### src/rtl/serial_arith_pkg.sv
// serial_arith_pkg: shared state encoding and default width for the serial arithmetic cells
package serial_arith_pkg;

    localparam int DEFAULT_WIDTH = 8;

    typedef enum logic [1:0] {
        ST_IDLE = 2'd0,
        ST_RUN  = 2'd1,
        ST_DONE = 2'd2
    } state_t;

endpackage

### src/rtl/full_add1bit.sv
// full_add1bit: single-bit combinational full adder cell
module full_add1bit (
    input  logic x,
    input  logic y,
    input  logic c_in,
    output logic s,
    output logic c_out
);

    assign s     = x ^ y ^ c_in;
    assign c_out = (x & y) | (x & c_in) | (y & c_in);

endmodule

### src/rtl/serial_adder.sv
// serial_adder: LSB-first bit-serial adder with valid/ready in and out; SERIAL_ADD_OVF_EN adds signed overflow output ovf
module serial_adder
    import serial_arith_pkg::*;
#(
    parameter  int WIDTH = DEFAULT_WIDTH,
    localparam int CNT_W = $clog2(WIDTH + 1)
) (
    input  logic             clk,
    input  logic             rst_n,
    input  logic             in_valid,
    output logic             in_ready,
    input  logic [WIDTH-1:0] a,
    input  logic [WIDTH-1:0] b,
    input  logic             cin,
    output logic             out_valid,
    input  logic             out_ready,
    output logic [WIDTH-1:0] sum,
    output logic             cout
`ifdef SERIAL_ADD_OVF_EN
    ,
    output logic             ovf
`endif
);

    localparam logic [CNT_W-1:0] LAST = CNT_W'(WIDTH - 1);

    state_t           state;
    logic [WIDTH-1:0] a_sh;
    logic [WIDTH-1:0] b_sh;
    logic [WIDTH-1:0] sum_sh;
    logic [WIDTH-1:0] sum_nx;
    logic             carry;
    logic [CNT_W-1:0] cnt;
    logic             s_bit;
    logic             c_bit;

    full_add1bit u_fa (
        .x     (a_sh[0]),
        .y     (b_sh[0]),
        .c_in  (carry),
        .s     (s_bit),
        .c_out (c_bit)
    );

    assign sum_nx    = (sum_sh >> 1) | (WIDTH'(s_bit) << (WIDTH - 1));
    assign in_ready  = state == ST_IDLE;
    assign out_valid = state == ST_DONE;

    // FSM: capture operands, shift one bit per cycle through the adder cell, hold the result until taken
    always_ff @(posedge clk) begin
        if (!rst_n) begin
            state  <= ST_IDLE;
            a_sh   <= '0;
            b_sh   <= '0;
            sum_sh <= '0;
            carry  <= 1'b0;
            cnt    <= '0;
            sum    <= '0;
            cout   <= 1'b0;
`ifdef SERIAL_ADD_OVF_EN
            ovf    <= 1'b0;
`endif
        end else begin
            case (state)
                ST_IDLE: begin
                    if (in_valid) begin
                        a_sh  <= a;
                        b_sh  <= b;
                        carry <= cin;
                        cnt   <= '0;
                        state <= ST_RUN;
                    end
                end
                ST_RUN: begin
                    a_sh   <= a_sh >> 1;
                    b_sh   <= b_sh >> 1;
                    sum_sh <= sum_nx;
                    carry  <= c_bit;
                    cnt    <= cnt + CNT_W'(1);
                    if (cnt == LAST) begin
                        sum   <= sum_nx;
                        cout  <= c_bit;
`ifdef SERIAL_ADD_OVF_EN
                        ovf   <= carry ^ c_bit;
`endif
                        state <= ST_DONE;
                    end
                end
                ST_DONE: begin
                    if (out_ready) state <= ST_IDLE;
                end
                default: state <= ST_IDLE;
            endcase
        end
    end

endmodule

### config.mk
export PLATFORM = sky130hd
export DESIGN_NAME = serial_adder
export DESIGN_NICKNAME = d
export VERILOG_FILES = /design/src/rtl/serial_arith_pkg.sv /design/src/rtl/full_add1bit.sv /design/src/rtl/serial_adder.sv
export SDC_FILE = /design/constraint.sdc
export NUM_CORES = 1
export LEC_CHECK = 0
export BUFFER_PORTS_ARGS = -buffer_cell sky130_fd_sc_hd__buf_2
export CAP_MARGIN = 20
export CORE_ASPECT_RATIO = 1.1
export CORE_MARGIN = 5
export CORE_UTILIZATION = 40
export CTS_CLUSTER_SIZE = 8
export DETAILED_ROUTE_END_ITERATION = 8
export GPL_TIMING_DRIVEN = 0
export PLACE_DENSITY_LB_ADDON = 0.05
export REMOVE_ABC_BUFFERS = 1
export SETUP_SLACK_MARGIN = 0.2
export SLEW_MARGIN = 5
export SYNTH_ARGS = -nofsm -noshare
export SYNTH_HDL_FRONTEND = slang
export SYNTH_SLANG_ARGS = --single-unit
### constraint.sdc
create_clock -name clk -period 1.1 [get_ports clk]
set_input_delay 0.11 -clock clk [delete_from_list [all_inputs] [get_ports clk]]
set_output_delay 0.11 -clock clk [all_outputs]
set_load 0.1 [all_outputs]
==> summary.md, run 1 <==
| Metric | Value |
|---|---|
| Run status | finished with violations |
| Failing checks | setup timing |
| Setup Skew | about 0.0054 ns |
| DR vias/cell | around 5.6 |
| Total gr overflow | 0 |
| Routed wire length | ~4700 µm |
| Hold Crit Start | b[2] |
| DP Wirelength | between 2000 and 2500 µm |
| Die W | around 72 µm |
| H-tree Lvls | 2 |
| Cell taking the most area after synthesis | dfxtp_1 |
| Largest net degree at the start of global routing | 38 |
| Placed insts | between 200 and 300 |
| Post-synth top area share | 45.7% |
| First-pass GRT wire length | ~7800 µm |
| Register area share after synthesis | roughly 46% |
| Fmax | roughly 800 MHz |
| Diodes inserted | 0 |
| Initial Utilization | between 40 and 50% |
| Area of the die | between 0.005 and 0.006 mm² |
| TritonCTS Sinks | 39 |
| Count of input and output buffers | 31 |
| Ports | 32 |
| CP startpoint kind | flip-flop |
| Share of layout cells above drive strength 1 | about 49% |
| WP data required | between 1 and 1.5 ns |
| FF-to-FF Start | state[1] |
| Max Transition Viols Final | 0 |
| Site row count | 25 |
| Max-Cap Viols | 0 |
| RSZ-0062 raised after global routing | true |
| FF-to-FF End | sum[5] |
| R2R Setup Slk | -0.17 ns |
| Worst setup margin | -0.170 ns |
| Most common cell after layout, fill and taps aside | nand2_1 |
| Syn Inst Count | slightly below 200 |
| Critical Path AT | between 1 and 1.5 ns |
| CTS tree | done |
| Hold WS | 0.119 ns |
| Nets | 263 |
| Hold path endpoint | b_sh[2] |
| Antenna violations before repair | 0 |
| Hold Path Depth | 3 |
| Critical path type | reg -> reg |
| Final setup fails | 26 |
| VDD IR-drop max | 0.000883 V |
| CTS Buffer Depth | 2 |
| LEAKAGE | 0.970 nW |
| DRC | 0 |
| Hold Violations, Final | 0 |
| CP endpoint kind | flip-flop |
| Most frequent cells in the layout | nand2_1 (34), dfxtp_1 (23), buf_2 (19) |
| Synth warnings | 0 |
| Total track usage | 17.2% |
| Drt pass-1 iters | 7 |
| Worst R2R Path Depth | 4 |
| Hold buffer count at cts | 0 |
| Root buf cell | clkbuf_8 |
| Total power per unit cell area | 1170 mW/mm² |
| Worst Hold Class | in -> reg |
| Reg clk slew, reported paths | around 0.080 ns |
| Period minus WS final | between 1 and 1.5 ns |
| Unique cell type count in the Yosys netlist | 31 |
| Final period utilization | 115% |
| Worst skew pair latency | between 0.2 and 0.3 ns |
| Area contributors post-synth | dfxtp_1 (46%), o221ai_1 (7.7%), nand2_1 (7.5%) |
| CORE AREA | between 0.004 and 0.005 mm² |
| Slew @ Worst Pin | between 0.6 and 0.7 ns |
| Mapped cell area | ~0.0017 mm² |
| Chip Height | approximately 80 µm |
| Clock buffer count from CTS | 5 |
| Synth Area per Inst | between 8 and 9 µm² |
| Final estimated routing congestion in global placement | slightly below 0.7 |
| Area growth syn-to-layout | 54.3% |
| Synth Register Bits | 39 |
| Post-route antenna net violation count | 0 |
| WL/cell | approximately 16 µm |
| DR iter-0 viols | 98 |
| Max_slew headroom | between 50% and 60% |
| CP max FO | 6 |
| Via count | 1661 |
| Cell Count, Final, Fillers Out | ~300 |
| Vias in the first global route | 1637 |
## cell families after synthesis
group           count (synthesis)  synth area share, %
compound gates                 62                 23.3
flops                          39                 45.7
simple gates                   58                 16.8
fa+ha+maj                       2                 1.90
buf+inv                        23                 6.51
mux                            10                 5.86
## critical path, cell delays in order (launching register included)
cell     delay, ns
dfxtp_4       0.38
buf_6         0.12
nor2b_4       0.13
and4b_2       0.37
mux2i_1       0.20
## flip-flops by register name, indices dropped and copies added, names as in the netlist
| signal | cells |
|---|---|
| a_sh | 8 |
| sum_sh | 7 |
| sum | 8 |
| b_sh | 8 |
| carry | 1 |
| state | 2 |
| cnt | 4 |
| cout | 1 |
## area by class of cell
class,count,area (µm²)
Fill cell,362,1590
Clock buffer,8,100
Sequential cell,39,806
Tap cell,54,67.6
Inverter,7,37.5
Multi-Input combinational cell,136,1090
Timing Repair Buffer,51,537
## synthesized netlist by cell type (all sizes together)
library cell  count
a21oi            23
a22oi             1
a31oi             1
a32o              2
and4b             2
buf              12
clkbuf            4
dfxtp            39
fa                1
ha                1
inv               7
mux2i            10
nand2            34
nand2b            2
nand3             2
nor2              5
nor2b             2
nor3              2
nor3b             1
o21a              1
o21ai             8
o21bai            1
o221ai           15
o22ai            10
or3               1
or3b              7
## per-stage QoR
step / cell area [µm²] / setup slack [ns] / total power [mW] / setup TNS, ns / util, %
after detailed placement: 1850 / -1.07 / 1.86 / -29.85 / 43.7
final: 2640 / -0.170 / 3.07 / -2.77 / 62.5
after CTS: 2410 / -0.152 / 3.01 / -2.52 / 57.1
after floorplan: 1620 / -0.957 / 1.74 / -13.58 / -
after global placement: 1850 / -0.992 / 1.85 / -29.01 / 43.7
after global routing: 2640 / -0.253 / 3.21 / -4.44 / 62.5
## metal layers
layer  up-vias  global-route usage (%)  routed length, µm
li1        808                       -                  -
met1       798                    21.3               1910
met2        49                    28.9               2490
met3         6                    4.48                254
met4         0                    5.45                 65
met5         -                       0                  0
## power by group
part	switching, mW	internal [mW]	leakage, nW
sequential	0.0718	1.48	0.327
clock	0.479	0.572	0.0515
combinational	0.241	0.231	0.592
total	0.793	2.28	0.970
## repair_timing
action | 4_1_cts | 5_1_grt
gates resized for setup | 90 | 38
buffers inserted | 15 | 5
gates cloned | 4 | 0
setup endpoints to repair | 50 | 50
pin swaps | 19 | 10
## how the worst max path moves through the flow
stage,end,cells after the start,start,slack [ns]
after floorplan,out_valid,2,state[1],-0.96
after global placement,sum[6],3,state[0],-0.99
after detailed placement,sum[4],3,state[0],-1.07
after CTS,sum[5],4,state[1],-0.15
after global routing,cout,4,state[1],-0.25
final,sum[5],4,state[1],-0.17
No activity file was read; power rests on OpenSTA's default activity.
==> run 2, diff against run 1 <==
- SETUP_SLACK_MARGIN: 0.2 -> not set
==> summary.md, run 2 (synthesis gave the netlist of run 1 again) <==
| Metric | Value |
|---|---|
| Reg clk slew, reported paths | 0.08 ns (about the same) |
| Via count | 1568 (-5.6%) |
| Worst Hold Class | in -> reg |
| Placement Cell Area | 0.00185 mm² (unchanged) |
| Run status | finished with violations |
| Nets | 259 (-1.5%) |
| Worst skew pair latency | 0.29 ns (about the same) |
| Largest net degree at the start of global routing | 38 (unchanged) |
| Max Transition Viols Final | 0 (unchanged) |
| Initial Utilization | 40.5% (unchanged) |
| Final estimated routing congestion in global placement | 0.690 (unchanged) |
| Fin util | 54.6% (-7.9 points) |
| Area of the die | 0.00568 mm² (unchanged) |
| WP data required | 0.99 ns (-0.33 ns) |
| H-tree Lvls | 2 (unchanged) |
| CORE AREA | 0.00422 mm² (unchanged) |
| Slew @ Worst Pin | 0.489 ns (-0.135 ns) |
| Placed insts | 263 (unchanged) |
| Drt pass-1 iters | 4 (-3) |
| WL/cell | 14.5 µm (-9.1%) |
| DR vias/cell | 5.39 (-4.3%) |
| CP endpoint kind | output port |
| Site row count | 25 (unchanged) |
| Most frequent cells in the layout | nand2_1 (34), dfxtp_1 (34), a21oi_1 (23) |
| First-pass GRT wire length | 7020 µm (-10%) |
| Worst setup margin | -0.199 ns (-0.0290 ns) |
| TritonCTS Sinks | 39 (unchanged) |
| Fmax | 770 MHz (-2.2%) |
| Max_slew headroom | 67.4% (+9.0 points) |
| Critical-path cell list | buf_4, nor2_1, buf_6 |
| CP bufs+invs | 2 (+1) |
| VDD IR-drop max | 0.000854 V (-3.4%) |
| Final setup fails | 34 (+31%) |
| Clock buffer count from CTS | 5 (unchanged) |
| Largest delay contributor family on the critical path | buffers and inverters |
| Diodes inserted | 0 (unchanged) |
| Hold Violations, Final | 0 (unchanged) |
| Hold WS | 0.128 ns (+0.00950 ns) |
| Critical path type | reg -> out |
| RSZ-0062 raised after global routing | true |
| Total track usage | 15.5% (-1.7 points) |
| Die W | 72.3 µm (unchanged) |
| Total gr overflow | 0 (unchanged) |
| Cell Count, Final, Fillers Out | 291 (-1.4%) |
| Largest registers | a_sh: 8 flops, b_sh: 8 flops, sum: 8 flops |
| Root buf cell | clkbuf_8 |
| Ports | 32 (unchanged) |
| Period minus WS final | 1.30 ns (+0.0290 ns) |
| Max-Cap Viols | 0 (unchanged) |
| Chip Height | 78.6 µm (unchanged) |
| DR iter-0 viols | 69 (-30%) |
| Area growth syn-to-layout | 34.8% |
| Vias in the first global route | 1531 (-6.5%) |
| CP startpoint kind | flip-flop |
| CTS Buffer Depth | 2 (unchanged) |
| DRC | 0 (unchanged) |
| CP max FO | 6 (unchanged) |
| CP max-delay cell | dfxtp_4 |
| Count of input and output buffers | 31 (unchanged) |
| Total power per unit cell area | 1280 mW/mm² (+9.5%) |
| Share of layout cells above drive strength 1 | 32.5% (-16 points) |
| Setup Skew | 0.00651 ns (+0.00113 ns) |
| Final instance area | 0.00230 mm² (-13%) |
| Critical Path AT | 1.19 ns (-0.30 ns) |
| Final Total Pwr | 2.94 mW (-4.3%) |
| Post-route antenna net violation count | 0 (unchanged) |
| Final period utilization | 118% (+2.6 points) |
| Largest stage delay, worst path | 0.38 ns (about the same) |
| DP Wirelength | 2420 µm (unchanged) |
| Routed wire length | 4230 µm (-10%) |
| LEAKAGE | 0.873 nW (-10%) |
| Antenna violations before repair | 0 (unchanged) |
| Failing checks | setup timing |
| CTS tree | done |
==> run 2: changes by cell type in the layout (fill, tap and decap cells not counted), sizes merged <==
cell	previous run	this run
inv	6	8
buf	51	47
nand2b	5	4
clkinvlp	1	0
==> run 2: what timing repair did <==
item                       CTS  global route
buffers inserted             8             8
gates cloned                 2             2
setup endpoints to repair   50            41
pin swaps                   18             9
hold buffers                 0             0
gates resized for setup     43            15
==> run 2: power breakdown <==
| group | switching, mW | leakage [nW] | internal (mW) |
|---|---|---|---|
| Sequential | 0.0623 | 0.321 | 1.48 |
| Clock | 0.476 | 0.0515 | 0.572 |
| Combinational | 0.192 | 0.500 | 0.160 |
==> run 2: cell type report <==
cell class	count	area, µm²
Timing Repair Buffer	47	369
Clock buffer	8	100
Timing Repair inverter	1	8.76
Sequential cell	39	792
Tap cell	54	67.6
Fill cell	399	1920
Inverter	7	42.5
Multi-Input combinational cell	135	925
==> run 2: tightest hold or removal path: stages <==
cell	delay, ns
buf_2	0.08
o22ai_1	0.06
a21oi_1	0.13
==> run 2: final timing paths <==
| check | depth (start not counted) | from | slack (ns) | end |
|---|---|---|---|---|
| setup / recovery | 3 | state[1] | -0.20 | in_ready |
| hold / removal | 3 | a[4] | 0.13 | a_sh[4] |
| setup reg to reg | 5 | state[1] | -0.18 | a_sh[3] |
| hold reg to reg | 2 | sum_sh[1] | 0.46 | sum_sh[1] |
==> run 2: stage by stage <==
step	setup TNS (ns)	setup slack (ns)
floorplan	-13.58	-0.957
global placement	-29.01	-0.992
detailed placement	-29.85	-1.07
CTS	-2.87	-0.158
global route	-5.58	-0.239
finish	-3.64	-0.199
==> run 2: metal layers <==
| metal | vias to the layer above | track usage [%] | wire [µm] |
|---|---|---|---|
| met4 | 0 | 5.64 | 61 |
| li1 | 797 | - | - |
| met5 | - | 0 | 0 |
| met3 | 6 | 4.35 | 211 |
| met1 | 729 | 18.9 | 1880 |
| met2 | 36 | 25.8 | 2080 |
==> run 3, diff against run 2 <==
- SKIP_LAST_GASP: not set -> 1
==> summary.md, run 3 (synthesis gave the netlist of run 1 again) <==
| Metric | Value |
|---|---|
| Max Transition Viols Final | 0 (unchanged) |
| Post-route antenna net violation count | 0 (unchanged) |
| VDD IR-drop max | 0.000855 V (about the same) |
| CTS tree | done |
| Largest delay contributor family on the critical path | buffers and inverters |
| CTS Buffer Depth | 2 (unchanged) |
| Fin util | 54.5% (-0.059 points) |
| Most frequent cells in the layout | nand2_1 (34), dfxtp_1 (34), a21oi_1 (23) |
| LEAKAGE | 0.875 nW (+0.18%) |
| Routed wire length | 4260 µm (+0.78%) |
| Largest stage delay, worst path | 0.38 ns (about the same) |
| Count of input and output buffers | 31 (unchanged) |
| Max-Cap Viols | 0 (unchanged) |
| Multi-input gate area | 922 µm² (-0.27%) |
| Setup Skew | 0.00611 ns (-0.000399 ns) |
| Vias in the first global route | 1531 (unchanged) |
| WP data required | 0.99 ns (about the same) |
| Largest net degree at the start of global routing | 38 (unchanged) |
| Setup TNS | -3.64 ns (-0.00602 ns) |
| Share of layout cells above drive strength 1 | 32.1% (-0.42 points) |
| First-pass GRT wire length | 7020 µm (unchanged) |
| Critical path type | reg -> out |
| Antenna violations before repair | 0 (unchanged) |
| Ports | 32 (unchanged) |
| CORE AREA | 0.00422 mm² (unchanged) |
| Hold Violations, Final | 0 (unchanged) |
| WL/cell | 14.6 µm (+0.78%) |
| Site row count | 25 (unchanged) |
| Root buf cell | clkbuf_8 |
| CP bufs+invs | 2 (unchanged) |
| Largest registers | a_sh: 8 flops, b_sh: 8 flops, sum: 8 flops |
| Critical-path cell list | buf_4, nor2_1, buf_6 |
| Final Total Pwr | 2.94 mW (about the same) |
| CP max-delay cell | dfxtp_4 |
| Total gr overflow | 0 (unchanged) |
| Fmax | 768 MHz (-0.24%) |
| DP Wirelength | 2420 µm (unchanged) |
| Failing checks | setup timing |
| TritonCTS Sinks | 39 (unchanged) |
| Reg area | 792 µm² (unchanged) |
| Nets | 259 (unchanged) |
| Die W | 72.3 µm (unchanged) |
| Cell Count, Final, Fillers Out | 291 (unchanged) |
| DRC | 0 (unchanged) |
| Total power per unit cell area | 1280 mW/mm² (+0.20%) |
| Hold buffer count at cts | 0 (unchanged) |
| Filler Cells Inserted | 399 (unchanged) |
| Critical Path AT | 1.19 ns (about the same) |
| Via count | 1578 (+0.64%) |
| DR vias/cell | 5.42 (+0.64%) |
| Area growth syn-to-layout | 34.7% |
| Worst skew pair latency | 0.29 ns (about the same) |
| CP max FO | 6 (unchanged) |
| CP startpoint kind | flip-flop |
| Period minus WS final | 1.30 ns (+0.00318 ns) |
| Worst setup margin | -0.202 ns (-0.00318 ns) |
| Chip Height | 78.6 µm (unchanged) |
| DR iter-0 viols | 95 (+38%) |
| Run status | finished with violations |
| Slew @ Worst Pin | 0.496 ns (+0.00666 ns) |
| Final period utilization | 118% (+0.29 points) |
| Area of the die | 0.00568 mm² (unchanged) |
| Placed insts | 263 (unchanged) |
| Total track usage | 15.5% (unchanged) |
| RSZ-0062 raised after global routing | true |
| Drt pass-1 iters | 4 (unchanged) |
| CP endpoint kind | output port |
| Initial Utilization | 40.5% (unchanged) |
| Max_slew headroom | 66.9% (-0.44 points) |
| H-tree Lvls | 2 (unchanged) |
| Clock buffer count from CTS | 5 (unchanged) |
| Reg clk slew, reported paths | 0.08 ns (about the same) |
| Diodes inserted | 0 (unchanged) |
| Hold WS | 0.127 ns (-0.000708 ns) |
| Final setup fails | 34 (unchanged) |
| Final estimated routing congestion in global placement | 0.690 (unchanged) |
| Worst Hold Class | in -> reg |
==> run 3: worst min-delay path, delay by kind of cell <==
kind	cells	cell delay, ns
buffers and inverters	1	0.08
AOI/OAI and AO/OA	2	0.19
==> run 3: final cells by class <==
cell class | count | area share [%]
repair inverters | 1 | 0.380
repair buffers | 47 | 16.0
clock buffers | 8 | 4.35
flip-flops and latches | 39 | 34.4
inverters | 7 | 1.85
multi-input cells | 135 | 40.1
well taps | 54 | 2.93
==> run 3: stage by stage <==
stage	setup slack, ns	cell area [µm²]
floorplan	-0.957	1620
global placement	-0.992	1850
detailed placement	-1.07	1850
CTS	-0.158	2150
global route	-0.239	2300
finish	-0.202	2300
==> run 3: path summary, 6_finish.rpt <==
check | start | depth (start not counted) | to | slack, ns
worst min register to register | sum_sh[1] | 2 | sum_sh[1] | 0.46
worst max register to register | state[1] | 5 | a_sh[3] | -0.18
worst max-delay path | state[1] | 3 | in_ready | -0.20
worst min-delay path | a[4] | 3 | a_sh[4] | 0.13
==> run 3: metal layers <==
layer  track usage (%)  up-vias  part of all wire, %
li1                  -      796                    -
met1              18.9      739                   44
met2              25.8       37                   49
met3              4.35        6                  5.0
met4              5.64        0                  1.4
met5                 0        -                    0
==> run 3: where the power goes <==
part / total (mW) / internal, mW / switching (mW)
combinational: 0.353 / 0.159 / 0.193
sequential: 1.54 / 1.48 / 0.0621
clock: 1.05 / 0.572 / 0.479
total: 2.94 / 2.21 / 0.735
==> run 3: repair_timing <==
item / 4_1_cts / 5_1_grt
gates resized for setup: 42 / 15
setup buffers: 8 / 8
cloned: 2 / 2
pin swaps: 18 / 9
setup endpoints to repair: 50 / 41
